--- config.mk ---
export PLATFORM = sky130hd
export DESIGN_NAME = product_accumulator
export DESIGN_NICKNAME = d
export VERILOG_FILES = /design/src/rtl/product_accumulator.sv
export SDC_FILE = /design/constraint.sdc
export NUM_CORES = 1
export LEC_CHECK = 0
export ABC_CLOCK_PERIOD_IN_PS = 3000
export BUFFER_PORTS_ARGS = -buffer_cell sky130_fd_sc_hd__buf_2
export CORE_ASPECT_RATIO = 1.25
export CORE_MARGIN = 2
export CORE_UTILIZATION = 25
export CTS_BUF_LIST = sky130_fd_sc_hd__clkbuf_8
export CTS_CLUSTER_SIZE = 8
export DETAILED_ROUTE_END_ITERATION = 8
export SYNTH_ARGS = -nofsm -noshare
export SYNTH_HDL_FRONTEND = slang
export SYNTH_SLANG_ARGS = --single-unit
export TNS_END_PERCENT = 5
--- constraint.sdc ---
create_clock -name clk -period 3 [get_ports clk]
set_clock_uncertainty 0.15 [all_clocks]
set_input_delay 0 -clock clk [delete_from_list [all_inputs] [get_ports clk]]
set_output_delay 0 -clock clk [all_outputs]
set_load 0.005 [all_outputs]
--- src/rtl/product_accumulator.sv ---
// rtl/product_accumulator.sv - accumulates a valid/ready stream of products into per-group saturated sums
module product_accumulator #(
    parameter int PROD_W = 8,
    parameter int ACC_W  = 16,
    parameter int CNT_W  = 4
) (
    input  logic              clk,
    input  logic              rst_n,
    input  logic              in_valid,
    output logic              in_ready,
    input  logic [PROD_W-1:0] in_product,
    input  logic              in_last,
    output logic              out_valid,
    input  logic              out_ready,
    output logic [ACC_W-1:0]  out_sum,
    output logic [CNT_W-1:0]  out_count,
    output logic              out_sat
);

    localparam logic ST_ACCUM = 1'b0;
    localparam logic ST_HOLD  = 1'b1;

    logic             r_state;
    logic [ACC_W-1:0] r_acc;
    logic [CNT_W-1:0] r_count;
    logic             r_sat;

    logic             w_accept;
    logic [ACC_W:0]   w_sum;
    logic             w_count_full;

    assign w_accept     = in_valid && (r_state == ST_ACCUM);
    assign w_sum        = {1'b0, r_acc} + {{(ACC_W + 1 - PROD_W){1'b0}}, in_product};
    assign w_count_full = &r_count;

    always_ff @(posedge clk) begin
        if (!rst_n) begin
            r_state <= ST_ACCUM;
            r_acc   <= '0;
            r_count <= '0;
            r_sat   <= 1'b0;
        end else if (r_state == ST_HOLD) begin
            // Result stays frozen until the consumer takes it, then the group clears.
            if (out_ready) begin
                r_state <= ST_ACCUM;
                r_acc   <= '0;
                r_count <= '0;
                r_sat   <= 1'b0;
            end
        end else if (w_accept) begin
            // A saturated acc is all ones, so any further add overflows back to all ones.
            if (w_sum[ACC_W]) begin
                r_acc <= '1;
                r_sat <= 1'b1;
            end else begin
                r_acc <= w_sum[ACC_W-1:0];
            end
            if (!w_count_full) begin
                r_count <= r_count + CNT_W'(1);
            end
            if (in_last) begin
                r_state <= ST_HOLD;
            end
        end
    end

    assign in_ready  = (r_state == ST_ACCUM);
    assign out_valid = (r_state == ST_HOLD);
    assign out_sum   = r_acc;
    assign out_count = r_count;
    assign out_sat   = r_sat;

endmodule

==> results.rst <==
.. list-table::
   :header-rows: 1

   * - Metric
     - Value
   * - Mean Syn Cell Area
     - 8.08 sq um
   * - Endpoints failing setup
     - 0
   * - Port bufs
     - 35
   * - Floorplan die height
     - 89.3 microns
   * - Remaining routing DRC violations
     - 0
   * - Number of instances in the synthesized netlist
     - 180
   * - Share of the cycle needed by the critical path after routing
     - 78.6%
   * - Count of hold buffers inserted by post-cts repair
     - 4
   * - 1st-iter DRT viols
     - 54
   * - Vias after detailed routing
     - 1,494
   * - Layout cell share with drive strength beyond 1
     - 20.7%
   * - Max-slew headroom at the worst pin
     - 43.3%
   * - Worst Slack Setup Final
     - 0.641 ns
   * - Peak ir drop on the vdd network
     - 0.000176 V
   * - Maximum net fanout on the critical path
     - 11
   * - Clock root buffer
     - sky130_fd_sc_hd__clkbuf_8
   * - Die area
     - 6450 sq um
   * - Worst Setup Path Type
     - flip-flop to flip-flop
   * - Maximum frequency from static timing analysis
     - 424 MHz
   * - Pin count of the biggest net entering global routing
     - 21
   * - Most used standard cells in the synthesized netlist
     - sky130_fd_sc_hd__nand2_1, sky130_fd_sc_hd__dfxtp_1, sky130_fd_sc_hd__nand3_1
   * - Area growth from synthesis to layout
     - 23.8%
   * - Buffer count from post-CTS setup fixing
     - 0
   * - Max-cap viol count
     - 0
   * - Setup repair after global routing missed its margin
     - no
   * - Number of global-route vias before repair
     - 1,405
   * - Antenna diode count
     - 0
   * - Number of antenna violations at the first check in global routing
     - 0
   * - Max Slew Vio Count
     - 0
   * - Cell row count
     - 31
   * - Flop-to-flop setup slack
     - 0.64 ns
   * - Fin nets
     - 241
   * - Dominant cells by area after synthesis
     - sky130_fd_sc_hd__dfxtp_1, sky130_fd_sc_hd__ha_1, sky130_fd_sc_hd__nand2_1
   * - EDFF count, synth
     - 0
   * - Sequential area share after synthesis
     - 30.3%
   * - Post-synth top flop
     - sky130_fd_sc_hd__dfxtp_1
   * - Area of the placeable core
     - 5700 sq um
   * - Effective utilization at floorplan
     - 25.5%
   * - Total iterations of the first detailed-routing run
     - 4
   * - Number of clock buffers inserted by TritonCTS
     - 3
   * - Area leader, netlist
     - sky130_fd_sc_hd__dfxtp_1
   * - Number of primary I/O pins
     - 36
   * - Number of gates resized after cts
     - 0
   * - Pre-CTS setup slack
     - 0.663 ns
   * - Critical Path Source Type
     - flip-flop
   * - Status
     - finished, final reports clean
   * - Dpl hpwl
     - 2.94 mm
   * - CTS clk-pin slew, worst paths
     - 0.09 ns
   * - Total Negative Setup Slacks
     - 0 ns
   * - Max Buffers Root-to-Sink
     - 2
   * - Clk Latency, worst-skew pair
     - 0.27 ns
   * - Setup crit end kind
     - flip-flop
   * - TritonCTS clock tree
     - built
   * - Final weighted congestion in routability-driven placement
     - 0.863
   * - Final routed wire length divided by cell count
     - 13.9 microns
   * - Path type of the worst min-delay path
     - primary input to flip-flop
   * - Via density per instance
     - 5.28
   * - GRT Overall Usage
     - 12.6%
   * - Number of clock sinks
     - 22
   * - Most repeated cell in the gate-level netlist after synthesis
     - sky130_fd_sc_hd__nand2_1
   * - Endpoint arrival time on the critical path
     - 2.41 ns
   * - Placed Instances
     - 275
   * - Shortest period the worst path allows
     - 2.36 ns
   * - Die X
     - 72.2 microns
   * - Number of different library cells in the post-synthesis netlist
     - 44
   * - Required time of the critical path
     - 3.06 ns
   * - Power density over the cells
     - 458 nW/um^2
   * - Hold Fails Final Rpt
     - 0
   * - Non-filler cells, final
     - 283
   * - Yosys warnings
     - 0
   * - Global-route congestion overflow total
     - 0
   * - Synth top area share
     - 30.3%
   * - Cell area after technology mapping
     - 1460 sq um
   * - Static Leakage
     - 0.000810 uW
   * - Total of flip-flops plus latches after synthesis
     - 22
   * - Wire length of the first global-routing pass
     - 6.46 mm
   * - Worst Max-Slew Pin Slew
     - 0.850 ns
   * - Async set-reset flop share out of synthesis
     - 0%
   * - Total detailed-routing wirelength
     - 3.92 mm
   * - Number of nets still failing antenna checks after routing
     - 0
   * - CTS H-tree lvls
     - 1
   * - Post-synth net total
     - 203
## report_power, final
group          switching, uW  internal, uW
Sequential              15.3           309
Clock                    113           179
Combinational            116          94.0
Total                    244           581
## worst max-delay path: stages, from the launching register on
cell	delay (ns)
sky130_fd_sc_hd__dfxtp_1	0.35
sky130_fd_sc_hd__ha_1	0.19
sky130_fd_sc_hd__fa_1	0.24
sky130_fd_sc_hd__a211oi_1	0.11
sky130_fd_sc_hd__or3_4	0.44
sky130_fd_sc_hd__a21oi_2	0.49
sky130_fd_sc_hd__nor3_1	0.12
sky130_fd_sc_hd__nor3b_2	0.21
## kinds of logic after synthesis
logic type | after synthesis | share of synthesized area (%)
compound gates | 54 | 27.3
xor+xnor | 6 | 3.61
fa+ha+maj | 10 | 9.11
buf+inv | 11 | 3.35
flops | 22 | 30.3
mux | 1 | 0.688
simple gates | 76 | 25.7
## cell type report
class | count | area (sq um)
fill | 619 | 3900
multi-input combinational | 147 | 966
sequential | 22 | 440
timing repair buffer | 41 | 230
tap | 66 | 82.6
clock buffer | 3 | 41.3
clock inverter | 1 | 30.0
inverter | 3 | 11.3
## registers in the layout, indices dropped and copies added, names as in the netlist
register,cells
out_count,4
out_sat,1
out_sum,16
out_valid,1
## worst paths after layout
kind / startpoint / depth (start not counted) / endpoint
setup reg to reg: out_sum[0]$_SDFFE_PN0P_ / 7 / out_sum[2]$_SDFFE_PN0P_
setup / recovery: out_sum[0]$_SDFFE_PN0P_ / 7 / out_sum[2]$_SDFFE_PN0P_
hold reg to reg: out_sat$_SDFFE_PN0P_ / 2 / out_sat$_SDFFE_PN0P_
hold / removal: in_product[1] / 3 / out_sum[1]$_SDFFE_PN0P_
## placed cells by master, fill, tap and decap left out, drive strengths merged, types with 6 or more instances in the layout
master	instances
nand2	29
o311a	7
and3	6
buf	37
nor3	7
nand3	15
ha	9
a21oi	16
dfxtp	22
nor2	6
## per-stage QoR
step	utilization [%]	cell area, sq um	total power, uW	hold WS (ns)
2_1_floorplan	-	1460	478	-0.00939
3_3_place_gp	29.6	1690	536	0.0894
3_5_place_dp	29.6	1690	537	0.0998
4_1_cts	31.6	1800	838	0.0478
5_1_grt	31.6	1800	875	0.0665
6_report	31.6	1800	826	0.0412
## per-layer routing
metal | vias to the layer above | routed length [microns] | global-route usage, %
li1 | 749 | - | -
met5 | - | 0 | 0
met4 | 0 | 56 | 4.12
met3 | 4 | 181 | 2.59
met2 | 30 | 2040 | 23.0
met1 | 711 | 1640 | 14.7
No activity file was read; power rests on OpenSTA's default activity.
